===== src/rtl/ascii_pkg.sv =====
// Shared constants and types for the ASCII hex token parser.
package ascii_pkg;

    localparam logic [7:0] ASCII_SPACE  = 8'h20;
    localparam logic [7:0] ASCII_CR     = 8'h0D;
    localparam logic [7:0] ASCII_LF     = 8'h0A;
    localparam logic [7:0] ASCII_COMMA  = 8'h2C;

    localparam logic [7:0] ASCII_0      = 8'h30;
    localparam logic [7:0] ASCII_9      = 8'h39;
    localparam logic [7:0] ASCII_UA     = 8'h41;
    localparam logic [7:0] ASCII_UF     = 8'h46;
    localparam logic [7:0] ASCII_LA     = 8'h61;
    localparam logic [7:0] ASCII_LF_HEX = 8'h66;

    typedef enum logic [1:0] {
        IDLE,
        ACCUM,
        EMIT,
        DISCARD
    } parser_state_t;

    typedef enum logic [1:0] {
        ERR_NONE     = 2'b00,
        ERR_INVALID  = 2'b01,
        ERR_OVERFLOW = 2'b10
    } parse_err_t;

    function automatic logic in_range(input logic [7:0] c, input logic [7:0] lo,
                                      input logic [7:0] hi);
        return (c >= lo) && (c <= hi);
    endfunction

endpackage


===== src/rtl/ascii_to_nibble.sv =====
// Combinational ASCII character classifier and hex-digit decoder.
// ASCII_HEX_LOWERCASE_EN: when defined, 'a'-'f' also decode as hex digits.
module ascii_to_nibble
    import ascii_pkg::*;
(
    input  logic [7:0] char,
    output logic [3:0] nibble,
    output logic       is_digit,
    output logic       is_delim
);

    always_comb begin
        nibble   = 4'h0;
        is_digit = 1'b0;
        is_delim = 1'b0;
        if (in_range(char, ASCII_0, ASCII_9)) begin
            is_digit = 1'b1;
            nibble   = char[3:0];
        end else if (in_range(char, ASCII_UA, ASCII_UF)) begin
            // 'A' is 0x41, so the low nibble plus 9 gives 0xA..0xF.
            is_digit = 1'b1;
            nibble   = char[3:0] + 4'd9;
`ifdef ASCII_HEX_LOWERCASE_EN
        end else if (in_range(char, ASCII_LA, ASCII_LF_HEX)) begin
            is_digit = 1'b1;
            nibble   = char[3:0] + 4'd9;
`endif
        end else if (char == ASCII_SPACE || char == ASCII_CR ||
                     char == ASCII_LF || char == ASCII_COMMA) begin
            is_delim = 1'b1;
        end
    end

endmodule


===== src/rtl/ascii_hex_parser.sv =====
// Streaming ASCII hex token parser: accumulates hex digits, emits the word on a delimiter.
// Lowercase digit support is selected with ASCII_HEX_LOWERCASE_EN (see ascii_to_nibble).
module ascii_hex_parser
    import ascii_pkg::*;
#(
    parameter int unsigned DIGITS = 8
) (
    input  logic                         clk,
    input  logic                         rst_n,
    input  logic                         in_valid,
    output logic                         in_ready,
    input  logic [7:0]                   in_char,
    output logic                         out_valid,
    input  logic                         out_ready,
    output logic [4*DIGITS-1:0]          out_data,
    output logic [$clog2(DIGITS+1)-1:0]  out_count,
    output logic                         err,
    output logic [1:0]                   err_code
);

    localparam int unsigned W  = 4 * DIGITS;
    localparam int unsigned CW = $clog2(DIGITS + 1);

    parser_state_t state_q;
    logic [W-1:0]  acc_q;
    logic [CW-1:0] count_q;

    logic [3:0] nibble;
    logic       is_digit;
    logic       is_delim;
    logic       xfer;

    ascii_to_nibble u_nibble (
        .char     (in_char),
        .nibble   (nibble),
        .is_digit (is_digit),
        .is_delim (is_delim)
    );

    assign in_ready = (state_q != EMIT);
    assign xfer     = in_valid && in_ready;

    always_ff @(posedge clk or negedge rst_n) begin
        if (!rst_n) begin
            state_q   <= IDLE;
            acc_q     <= '0;
            count_q   <= '0;
            out_valid <= 1'b0;
            out_data  <= '0;
            out_count <= '0;
            err       <= 1'b0;
            err_code  <= ERR_NONE;
        end else begin
            err <= 1'b0;
            unique case (state_q)
                IDLE: begin
                    if (xfer) begin
                        if (is_digit) begin
                            acc_q   <= W'(nibble);
                            count_q <= CW'(1);
                            state_q <= ACCUM;
                        end else if (!is_delim) begin
                            err      <= 1'b1;
                            err_code <= ERR_INVALID;
                            state_q  <= DISCARD;
                        end
                    end
                end
                ACCUM: begin
                    if (xfer) begin
                        if (is_digit) begin
                            if (count_q == CW'(DIGITS)) begin
                                // Overflowed token is dropped, never emitted truncated.
                                err      <= 1'b1;
                                err_code <= ERR_OVERFLOW;
                                acc_q    <= '0;
                                count_q  <= '0;
                                state_q  <= DISCARD;
                            end else begin
                                acc_q   <= (acc_q << 4) | W'(nibble);
                                count_q <= count_q + CW'(1);
                            end
                        end else if (is_delim) begin
                            out_valid <= 1'b1;
                            out_data  <= acc_q;
                            out_count <= count_q;
                            state_q   <= EMIT;
                        end else begin
                            err      <= 1'b1;
                            err_code <= ERR_INVALID;
                            acc_q    <= '0;
                            count_q  <= '0;
                            state_q  <= DISCARD;
                        end
                    end
                end
                EMIT: begin
                    if (out_ready) begin
                        out_valid <= 1'b0;
                        acc_q     <= '0;
                        count_q   <= '0;
                        state_q   <= IDLE;
                    end
                end
                DISCARD: begin
                    if (xfer && is_delim) begin
                        state_q <= IDLE;
                    end
                end
                default: state_q <= IDLE;
            endcase
        end
    end

endmodule


===== config.mk =====
export PLATFORM = sky130hd
export DESIGN_NAME = ascii_hex_parser
export DESIGN_NICKNAME = d
export VERILOG_FILES = /design/src/rtl/ascii_pkg.sv /design/src/rtl/ascii_to_nibble.sv /design/src/rtl/ascii_hex_parser.sv
export SDC_FILE = /design/constraint.sdc
export NUM_CORES = 1
export LEC_CHECK = 0
export CAP_MARGIN = 20
export CORE_ASPECT_RATIO = 0.8
export CORE_MARGIN = 5
export CORE_UTILIZATION = 45
export DETAILED_ROUTE_END_ITERATION = 10
export PLACE_DENSITY = 0.69
export SLEW_MARGIN = 25
export SYNTH_ARGS = -nofsm -noshare
export SYNTH_HDL_FRONTEND = slang
export SYNTH_SLANG_ARGS = --single-unit

===== constraint.sdc =====
create_clock -name clk -period 1.95 [get_ports clk]
set_clock_uncertainty 0.15 [all_clocks]
set_input_delay 0.2925 -clock clk [delete_from_list [all_inputs] [get_ports clk]]
set_output_delay 0.2925 -clock clk [all_outputs]
set_load 0.02 [all_outputs]

==> metrics, run 1 <==
status=complete, but fails checks; failing checks=negative setup slack; clock power share=0.200; commonest non-fill, non-tap cell in the layout=dfrtp_1; drt drc=0; Avg WL per Cell=15.3 um; first-pass GRT wire length=13.7 mm; share of cells above drive strength 1=0.241; CP Buf/Inv Count=2; Synth Flop Type=dfrtp_1; CP endpoint kind=flip-flop; Placer Congestion=0.856; Fin Setup TNS=-0.761 ns; dpl cells=534; Finish-stage setup viols=28; critical path class=flip-flop to flip-flop; Tmin final=2.00 ns; Crit path max-delay family=flip-flops; met1 Track Usage GR=0.246; Via density=4.93; Int Pwr=0.00363 W; initial core utilization=0.458; crit path DAT=2.08 ns; GR Layer Usage met2=0.264; max cap viols=0; cell row count=29; first-pass iteration count of the detailed router=4; Mapped Cells=346; initial DRC count=89; reg-to-reg endpoint=acc_q[16]; I/O Buffers=52; FMAX=500 MHz; RSZ-0062 raised after global routing=yes; clock-pin slew on the worst setup and hold paths=0.08 ns; antenna violations before repair=0; Slew @ Worst Pin=0.514 ns; Vias=2779; Post-DP HPWL=5.81 mm; CTS Buf Count=9; sw frac=0.335; Die Wd=110 um; EDFF count, synth=0; WL final=8.61 mm; syn avg cell area=10.4 um2; clk sinks=78; Longest Clk Path Bufs=2; crit-path max cell delay=0.41 ns; final global-route overflow total=0; layer with the highest usage=met2; met3 usage=0.0509; Final Slew Violations=0; leakage=2.29 nW; sw power=0.00183 W; Synth cell types=44; CTS tree=done; Synth Cell Area=3610 um2; IO Count=53; Synth Register Bits=78; fillers=652; crit-path cells=buf_6 -> ha_4 -> buf_4 -> a31oi_4 -> and3_4 -> mux2_4; GRT Total Usage=0.174; startpoint types=flip-flop; Core Region=7870 um2; Antenna diodes=0; Setup WS post-layout=-0.0508 ns; Die Ht=90.1 um; sequential share of power=0.320; most frequent cells in the layout=77 x dfrtp_1, 65 x nand2_1, 43 x clkdlybuf4s50_1; Tcrit/Tclk final=1.03; Clk Latency, worst-skew pair=0.35 ns; antenna-violating nets left=0; ys async rst share=1.00; CP max stage cell=dfrtp_1; H-tree levels=3; worst reg2reg setup slack=-0.05 ns; register area share after synthesis=0.541; Slew headroom=0.657; Critical Path RT=2.03 ns; Post-Syn Nets=368; Layout Cells excl Fill=564; area occupied by multi-input gates=1550 um2; Max VDD drop=0.562 mV; storage element area=1950 um2; vias in the first global route=2842; Post-Layout Inst Area=5110 um2; Synth warnings=0; critical path peak fanout=6; FF-to-FF Start=state_q[0]; final hold vios=0; Post-DP Area=4650 um2; worst reg-to-reg path cell count=6; P per Cell Area=1070 nW/um2; largest net degree at the start of global routing=40; CTS Root Cell=clkbuf_8; Final nets=474; Gate power share=0.480; DIE AREA=9910 um2; Critical Path Stages=6; Final Core Density=0.649; Hold Crit Class=primary input to async pin; Area Overhead vs Synth=41.8%
==> layout make-up <==
type,count,share of cell area
clock inverter,3,0.00392
tap,108,0.0264
multi-input combinational,214,0.303
inverter,39,0.0301
clock buffer,12,0.0303
sequential,78,0.382
timing repair buffer,110,0.224
==> repair_timing <==
action	CTS	global route
gates cloned	1	5
resized for setup	22	28
hold buffers	1	0
hold endpoints to repair	36	0
setup buffers	4	4
endpoints found under the setup margin	79	72
pin swaps	4	5
==> Yosys cell counts (2+ instances only) <==
library cell | n | area share
buf_6 | 4 | 0.012
a32o_1 | 2 | 0.0056
o2bb2ai_1 | 2 | 0.0049
inv_1 | 39 | 0.041
mux2_1 | 4 | 0.012
o21ai_0 | 33 | 0.046
and3_1 | 2 | 0.0035
o2111ai_1 | 2 | 0.0049
or3b_1 | 2 | 0.0049
nor2_1 | 7 | 0.0073
nor2b_1 | 3 | 0.0052
nand3_1 | 5 | 0.0069
mux2i_1 | 30 | 0.083
a31oi_1 | 3 | 0.0052
nor3_1 | 2 | 0.0028
nand3b_1 | 2 | 0.0042
ha_1 | 10 | 0.035
xor2_1 | 3 | 0.0073
buf_2 | 3 | 0.0042
o211ai_1 | 2 | 0.0042
clkbuf_1 | 8 | 0.0083
nand2_1 | 65 | 0.068
a21oi_1 | 6 | 0.0083
o22ai_1 | 2 | 0.0035
mux2_2 | 7 | 0.022
nand4_1 | 3 | 0.0052
dfrtp_1 | 78 | 0.54
==> flip-flops by register name, indices dropped and copies added, names as in the netlist <==
name / count
err: 1
err_code: 2
out_data: 32
out_valid: 1
count_q: 4
state_q: 2
acc_q: 32
out_count: 4
==> power by group through the flow <==
stage / Sequential [W] / Clock, W / Combinational [W]
global placement: 0.00177 / 0 / 0.00205
floorplan: 0.00180 / 0 / 0.00138
finish: 0.00175 / 0.00109 / 0.00262
CTS: 0.00174 / 0.00112 / 0.00221
global route: 0.00176 / 0.00118 / 0.00280
detailed placement: 0.00178 / 0 / 0.00208
==> kinds of logic after synthesis <==
| kind of cell | count (synthesis) | synth area share |
|---|---|---|
| AND/OR/NAND/NOR | 96 | 0.118 |
| flip-flops | 78 | 0.541 |
| multiplexers | 41 | 0.118 |
| adder cells (fa/ha/maj) | 10 | 0.0347 |
| XOR/XNOR | 3 | 0.00729 |
| buffers and inverters | 55 | 0.0666 |
| AO/OA/AOI/OAI | 63 | 0.114 |
==> metal layers <==
layer,share of wire,vias up
met1,0.48,1330
li1,-,1374
met4,0.012,0
met5,0,-
met3,0.052,10
met2,0.46,65
==> worst max-delay path by stage <==
stage / start / to / slack, ns
6_report: state_q[0] / acc_q[16] / -0.05
5_1_grt: state_q[0] / acc_q[17] / -0.14
4_1_cts: state_q[0] / acc_q[0] / -0.05
3_5_place_dp: in_char[1] / acc_q[1] / -0.71
3_3_place_gp: in_char[1] / acc_q[1] / -0.61
2_1_floorplan: in_char[1] / count_q[3] / -0.06
==> metrics by stage <==
stage / power, W / worst slack, ns / hold slack [ns]
after detailed placement: 0.00385 / -0.705 / 0.151
after CTS: 0.00507 / -0.0526 / 0.315
final: 0.00546 / -0.0508 / 0.308
after global placement: 0.00382 / -0.613 / 0.154
after global routing: 0.00574 / -0.143 / 0.348
after floorplan: 0.00318 / -0.0600 / -0.153
No activity file was read; power rests on OpenSTA's default activity.
==> inputs of run 2 (changes only) <==
Settings changed: CORE_MARGIN 5 to unset, PLACE_DENSITY 0.69 to 0.66.
Clock period 1.95 ns to 2.2 ns, I/O delays scaled along.
==> metrics, run 2 (synthesis results as in run 1) <==
Avg WL per Cell=14.3 um (was 15.3 um); Largest regs=acc_q x32, out_data x32 (unchanged); H-tree levels=3 (unchanged); first-pass iteration count of the detailed router=4 (unchanged); Die Wd=102 um (was 110 um); P per Cell Area=879 nW/um2 (was 1070 nW/um2); final hold vios=0 (unchanged); critical path peak fanout=16 (was 6); CTS Buf Count=9 (unchanged); Final nets=465 (was 474); commonest non-fill, non-tap cell in the layout=dfrtp_1 (unchanged); hold path cells=2; cell row count=28 (was 29); Clk Latency, worst-skew pair=0.34 ns (was 0.35 ns); CP endpoint kind=flip-flop (unchanged); worst reg-to-reg path cell count=7 (was 6); I/O Buffers=52 (unchanged); Layout Cells excl Fill=551 (was 564); vias in the first global route=2685 (was 2842); Slew headroom=0.726 (was 0.657); Tcrit/Tclk final=0.967; Tmin final=2.13 ns; dpl cells=529 (was 534); max cap viols=0 (unchanged); antenna-violating nets left=0 (unchanged); sequential share of power=0.360 (was 0.320); Antenna diodes=0 (unchanged); initial core utilization=0.477 (was 0.458); Area Overhead vs Synth=35.5% (was 41.8%); IO Count=53 (unchanged); drt drc=0 (unchanged); Gate power share=0.389 (was 0.480); Max VDD drop=0.590 mV (was 0.562 mV); Slew @ Worst Pin=0.411 ns (was 0.514 ns); DIE AREA=8380 um2 (was 9910 um2); Post-DP HPWL=5.31 mm (was 5.81 mm); clock-pin slew on the worst setup and hold paths=0.07 ns (was 0.08 ns); CTS tree=done (unchanged); critical path class=primary input to flip-flop (was flip-flop to flip-flop); Hold Crit Class=flip-flop to flip-flop (was primary input to async pin); GRT Total Usage=0.198 (was 0.174); Post-DP Area=4520 um2 (was 4650 um2); Final Slew Violations=0 (unchanged); initial DRC count=123 (was 89); share of cells above drive strength 1=0.206 (was 0.241); most frequent cells in the layout=78 x dfrtp_1, 65 x nand2_1, 44 x clkdlybuf4s50_1 (was 77 x dfrtp_1, 65 x nand2_1, 43 x clkdlybuf4s50_1); leakage=2.23 nW (was 2.29 nW); FMAX=470 MHz; CTS Root Cell=clkbuf_8 (unchanged); Setup WS pre-CTS=-0.565 ns (was -0.705 ns); clk sinks=78 (unchanged); largest net degree at the start of global routing=79 (was 40); Die Ht=82.1 um (was 90.1 um); startpoint types=primary input (was flip-flop); Placer Congestion=0.863 (was 0.856); sw power=0.00143 W (was 0.00183 W); Post-Layout Inst Area=4890 um2 (was 5110 um2); Longest Clk Path Bufs=2 (unchanged); crit path DAT=2.24 ns (was 2.08 ns); Via density=4.94 (was 4.93); Final Core Density=0.646 (was 0.649); first-pass GRT wire length=12.5 mm (was 13.7 mm); Setup WS post-layout=0.0733 ns (was -0.0508 ns); Vias=2722 (was 2779); antenna violations before repair=0 (unchanged); status=complete, no violations (was complete, but fails checks); Finish-stage setup viols=0 (was 28); final global-route overflow total=0 (unchanged); Critical Path RT=2.31 ns (was 2.03 ns); WL final=7.87 mm (was 8.61 mm); clock power share=0.250 (was 0.200); Int Pwr=0.00287 W (was 0.00363 W); Power Total=0.00430 W (was 0.00546 W); sw frac=0.332 (was 0.335); Core Region=7570 um2 (was 7870 um2)
-- run 2: cell count changes in the layout (fill, tap and decap cells not counted), sizes merged --
cell | previous run | this run
and3 | 4 | 3
clkinvlp | 2 | 0
dlygate4sd2 | 5 | 4
bufinv | 0 | 1
buf | 53 | 50
clkdlybuf4s15 | 1 | 0
inv | 39 | 40
clkbuf | 19 | 11
dlymetal6s2s | 0 | 3
clkdlybuf4s50 | 43 | 44
-- run 2: repair_timing --
action                                  CTS  global route
setup buffers                             1             4
hold buffers                              1             0
cloned                                    0             2
resized for setup                        11            22
pin swaps                                 3             7
endpoints found under the setup margin   53            53
hold endpoints to repair                 78             0
-- run 2: path summary, 6_finish.rpt --
path,from,to,slack (ns)
worst max-delay path,in_char[7],acc_q[26],0.07
worst min-delay path,out_count[0],out_count[0],0.33
worst max register to register,state_q[0],acc_q[8],0.11
worst min register to register,out_count[0],out_count[0],0.33
max in group asynchronous,rst_n,acc_q[1],1.18
min in group asynchronous,rst_n,err,0.39
-- run 2: final cells by class --
| cell class | instances | area (um2) |
|---|---|---|
| inverter | 39 | 146 |
| timing repair buffer | 102 | 975 |
| multi-input combinational | 213 | 1490 |
| fill | 662 | 2680 |
| sequential | 78 | 1950 |
| tap | 105 | 131 |
| clock buffer | 11 | 151 |
| clock inverter | 3 | 43.8 |
-- run 2: power groups by stage --
| stage | clock, W | combinational (W) | sequential (W) |
|---|---|---|---|
| after floorplan | 0 | 0.00116 | 0.00159 |
| after global placement | 0 | 0.00159 | 0.00157 |
| after detailed placement | 0 | 0.00162 | 0.00157 |
| after CTS | 0.00109 | 0.00163 | 0.00155 |
| after global routing | 0.00114 | 0.00179 | 0.00156 |
| final | 0.00108 | 0.00167 | 0.00155 |
-- run 2: per-stage QoR --
stage	hold slack (ns)	TNS, ns
final	0.326	0
after global routing	0.356	-0.484
after CTS	0.336	0
after detailed placement	0.231	-30.71
after global placement	0.234	-25.43
after floorplan	-0.116	0
-- run 2: critical path, stage by stage --
cell	delay [ns]
clkdlybuf4s50_1	0.48
or2_2	0.33
a211o_4	0.31
nand3_2	0.10
and3_4	0.29
buf_12	0.19
mux2i_1	0.20
-- run 2: metal layers --
metal,track usage,up-vias,routed length [um]
met5,0,-,0
met4,0.0500,0,51
met3,0.0570,8,365
met2,0.307,64,3610
met1,0.274,1294,3840
li1,-,1356,-
==> inputs of run 3 (changes only) <==
Settings changed: SLEW_MARGIN 25 to 10, SYNTH_HIERARCHICAL set to 1.
==> metrics, run 3 <==
status=complete, but fails checks (was complete, no violations); failing checks=negative setup slack; Synth Flop Type=dfrtp_1 (unchanged); final hold vios=0 (unchanged); Synth cell types=46 (was 44); syn avg cell area=11.1 um2 (was 10.4 um2); CTS Buf Count=9 (unchanged); Post-DP HPWL=5.13 mm (was 5.31 mm); Tmin final=2.35 ns (was 2.13 ns); crit-path max cell delay=0.32 ns (was 0.48 ns); FF-to-FF Start=state_q[0] (unchanged); worst reg2reg setup slack=-0.15 ns (was 0.11 ns); largest net degree at the start of global routing=44 (was 79); ys async rst share=1.00 (unchanged); register area share after synthesis=0.541 (unchanged); CP Buf/Inv Count=5 (was 2); FMAX=425 MHz (was 470 MHz); final global-route overflow total=0 (unchanged); RSZ-0062 raised after global routing=yes; synth cell count leaders=78 x dfrtp_1, 41 x o21ai_0, 37 x nand2_1 (was 78 x dfrtp_1, 65 x nand2_1, 39 x inv_1); initial DRC count=100 (was 123); clock-pin slew on the worst setup and hold paths=0.08 ns (was 0.07 ns); critical path peak fanout=6 (was 16); Vias=3090 (was 2722); critical path class=primary input to flip-flop (unchanged); Synth warnings=6 (was 0); Avg WL per Cell=20.3 um (was 14.3 um); Critical Path RT=2.30 ns (was 2.31 ns); DIE AREA=8380 um2 (unchanged); Slew headroom=0.662 (was 0.726); Core Region=7570 um2 (unchanged); vias in the first global route=3152 (was 2685); Setup WS post-layout=-0.153 ns (was 0.0733 ns); I/O Buffers=52 (unchanged); crit path DAT=2.45 ns (was 2.24 ns); antenna-violating nets left=0 (unchanged); Tcrit/Tclk final=1.07 (was 0.967); commonest non-fill, non-tap cell in the layout=dfrtp_1 (unchanged); reg-to-reg endpoint=count_q[3] (was acc_q[8]); Fin Setup TNS=-3.27 ns (was 0 ns); initial core utilization=0.477 (unchanged); leakage=2.75 nW (was 2.23 nW); drt drc=0 (unchanged); Finish-stage setup viols=64 (was 0); Die Ht=82.1 um (unchanged); Via density=5.67 (was 4.94); dpl cells=499 (was 529); antenna violations before repair=0 (unchanged); H-tree levels=3 (unchanged); Die Wd=102 um (unchanged); Antenna diodes=0 (unchanged); CP endpoint kind=flip-flop (unchanged); Final Slew Violations=0 (unchanged); P per Cell Area=965 nW/um2 (was 879 nW/um2); first-pass iteration count of the detailed router=4 (unchanged); Crit path max-delay family=compound AO/OA/AOI/OAI gates (was simple AND/OR/NAND/NOR gates); first-pass GRT wire length=16.1 mm (was 12.5 mm); Synth Cell Area=3610 um2 (unchanged); CTS Root Cell=clkbuf_8 (unchanged); Synth Register Bits=78 (unchanged); synth top area cells=dfrtp_1 54%, mux2_2 11%, o21ai_0 5.7% (was dfrtp_1 54%, mux2i_1 8.3%, nand2_1 6.8%); cell row count=28 (unchanged); Final nets=457 (was 465); WL final=11.1 mm (was 7.87 mm); EDFF count, synth=0 (unchanged); Area Overhead vs Synth=62.4% (was 35.5%); Clk Latency, worst-skew pair=0.36 ns (was 0.34 ns); clk sinks=78 (unchanged); max cap viols=0 (unchanged); Longest Clk Path Bufs=2 (unchanged); CP max stage cell=or2_4 (was clkdlybuf4s50_1); startpoint types=primary input (unchanged); GRT Total Usage=0.260 (was 0.198); Placer Congestion=0.852 (was 0.863); Hold Crit Class=primary input to async pin (was flip-flop to flip-flop); Post-Syn Nets=347 (was 368); share of cells above drive strength 1=0.523 (was 0.206); IO Count=53 (unchanged); CTS tree=done (unchanged); Post-DP Area=4530 um2 (was 4520 um2); worst setup path startpoint=in_char[1] (was in_char[7]); Max VDD drop=0.471 mV (was 0.590 mV); Layout Cells excl Fill=545 (was 551); Slew @ Worst Pin=0.507 ns (was 0.411 ns); Post-Layout Inst Area=5860 um2 (was 4890 um2); cell taking the most area after synthesis=dfrtp_1 (unchanged); crit-path cells=buf_12 -> inv_12 -> ha_4 -> buf_6 -> mux2i_2 -> nor3b_2 -> a31oi_1 -> nor4_2 -> nor2b_4 -> buf_6 -> o22a_4 -> or2_4 -> buf_12 -> o41ai_4 (was clkdlybuf4s50_1 -> or2_2 -> a211o_4 -> nand3_2 -> and3_4 -> buf_12 -> mux2i_1); worst reg-to-reg path cell count=8 (was 7); Largest regs=acc_q x32, out_data x32 (unchanged); Synth top area share=0.541 (unchanged); Mapped Cells=325 (was 346); top-count cell post-synth=dfrtp_1 (unchanged); most frequent cells in the layout=78 x dfrtp_1, 42 x clkdlybuf4s50_1, 34 x o21ai_2 (was 78 x dfrtp_1, 65 x nand2_1, 44 x clkdlybuf4s50_1); Setup WS pre-CTS=-0.959 ns (was -0.565 ns)
## run 3: layout make-up
type | count | area, um2
Tap cell | 105 | 131
Inverter | 10 | 62.6
Sequential cell | 78 | 1950
Multi-Input combinational cell | 216 | 2100
Fill cell | 448 | 1710
Clock buffer | 11 | 151
Timing Repair Buffer | 120 | 1420
Clock inverter | 5 | 33.8
## run 3: per-stage QoR
step           power (W)  utilization  hold WS, ns
4_1_cts          0.00525        0.734        0.341
3_5_place_dp     0.00310        0.598        0.174
5_1_grt          0.00585        0.774        0.379
3_3_place_gp     0.00307        0.598        0.173
2_1_floorplan    0.00256            -       -0.116
6_report         0.00565        0.774        0.318
## run 3: how the worst max path moves through the flow
stage	to	depth (start not counted)
after CTS	out_data[13]	13
after global routing	count_q[3]	14
after floorplan	out_count[2]	11
final	count_q[3]	14
after global placement	err_code[1]	10
after detailed placement	err_code[1]	9
## run 3: what timing repair did
item | 4_1_cts | 5_1_grt
gates cloned | 11 | 1
hold buffers | 1 | 0
endpoints found under the hold margin | 35 | 0
pin swaps | 20 | 43
resized for setup | 118 | 118
endpoints found under the setup margin | 79 | 78
setup buffers | 19 | 5
## run 3: cell families (layout without fill, tap and decap cells)
kind of cell	count (synthesis)	count (layout)	synth area share
multiplexers	38	38	0.119
adder cells (fa/ha/maj)	10	10	0.0347
flip-flops	78	78	0.541
AO/OA/AOI/OAI	90	90	0.149
buffers and inverters	31	146	0.0441
AND/OR/NAND/NOR	77	77	0.110
XOR/XNOR	1	1	0.00243
## run 3: per-layer routing
| metal | up-vias | global-route usage | wire (um) |
|---|---|---|---|
| met2 | 112 | 0.450 | 5650 |
| met5 | - | 0 | 0 |
| li1 | 1380 | - | - |
| met3 | 23 | 0.0562 | 626 |
| met1 | 1575 | 0.334 | 4610 |
| met4 | 0 | 0.0671 | 195 |
## run 3: power by group
part	leakage [nW]	switching (W)	total [W]	internal, W
Combinational	1.58	0.00171	0.00309	0.00138
Clock	0.0913	0.000550	0.00102	0.000469
Sequential	1.08	0.0000559	0.00154	0.00149
Total	2.75	0.00232	0.00565	0.00333
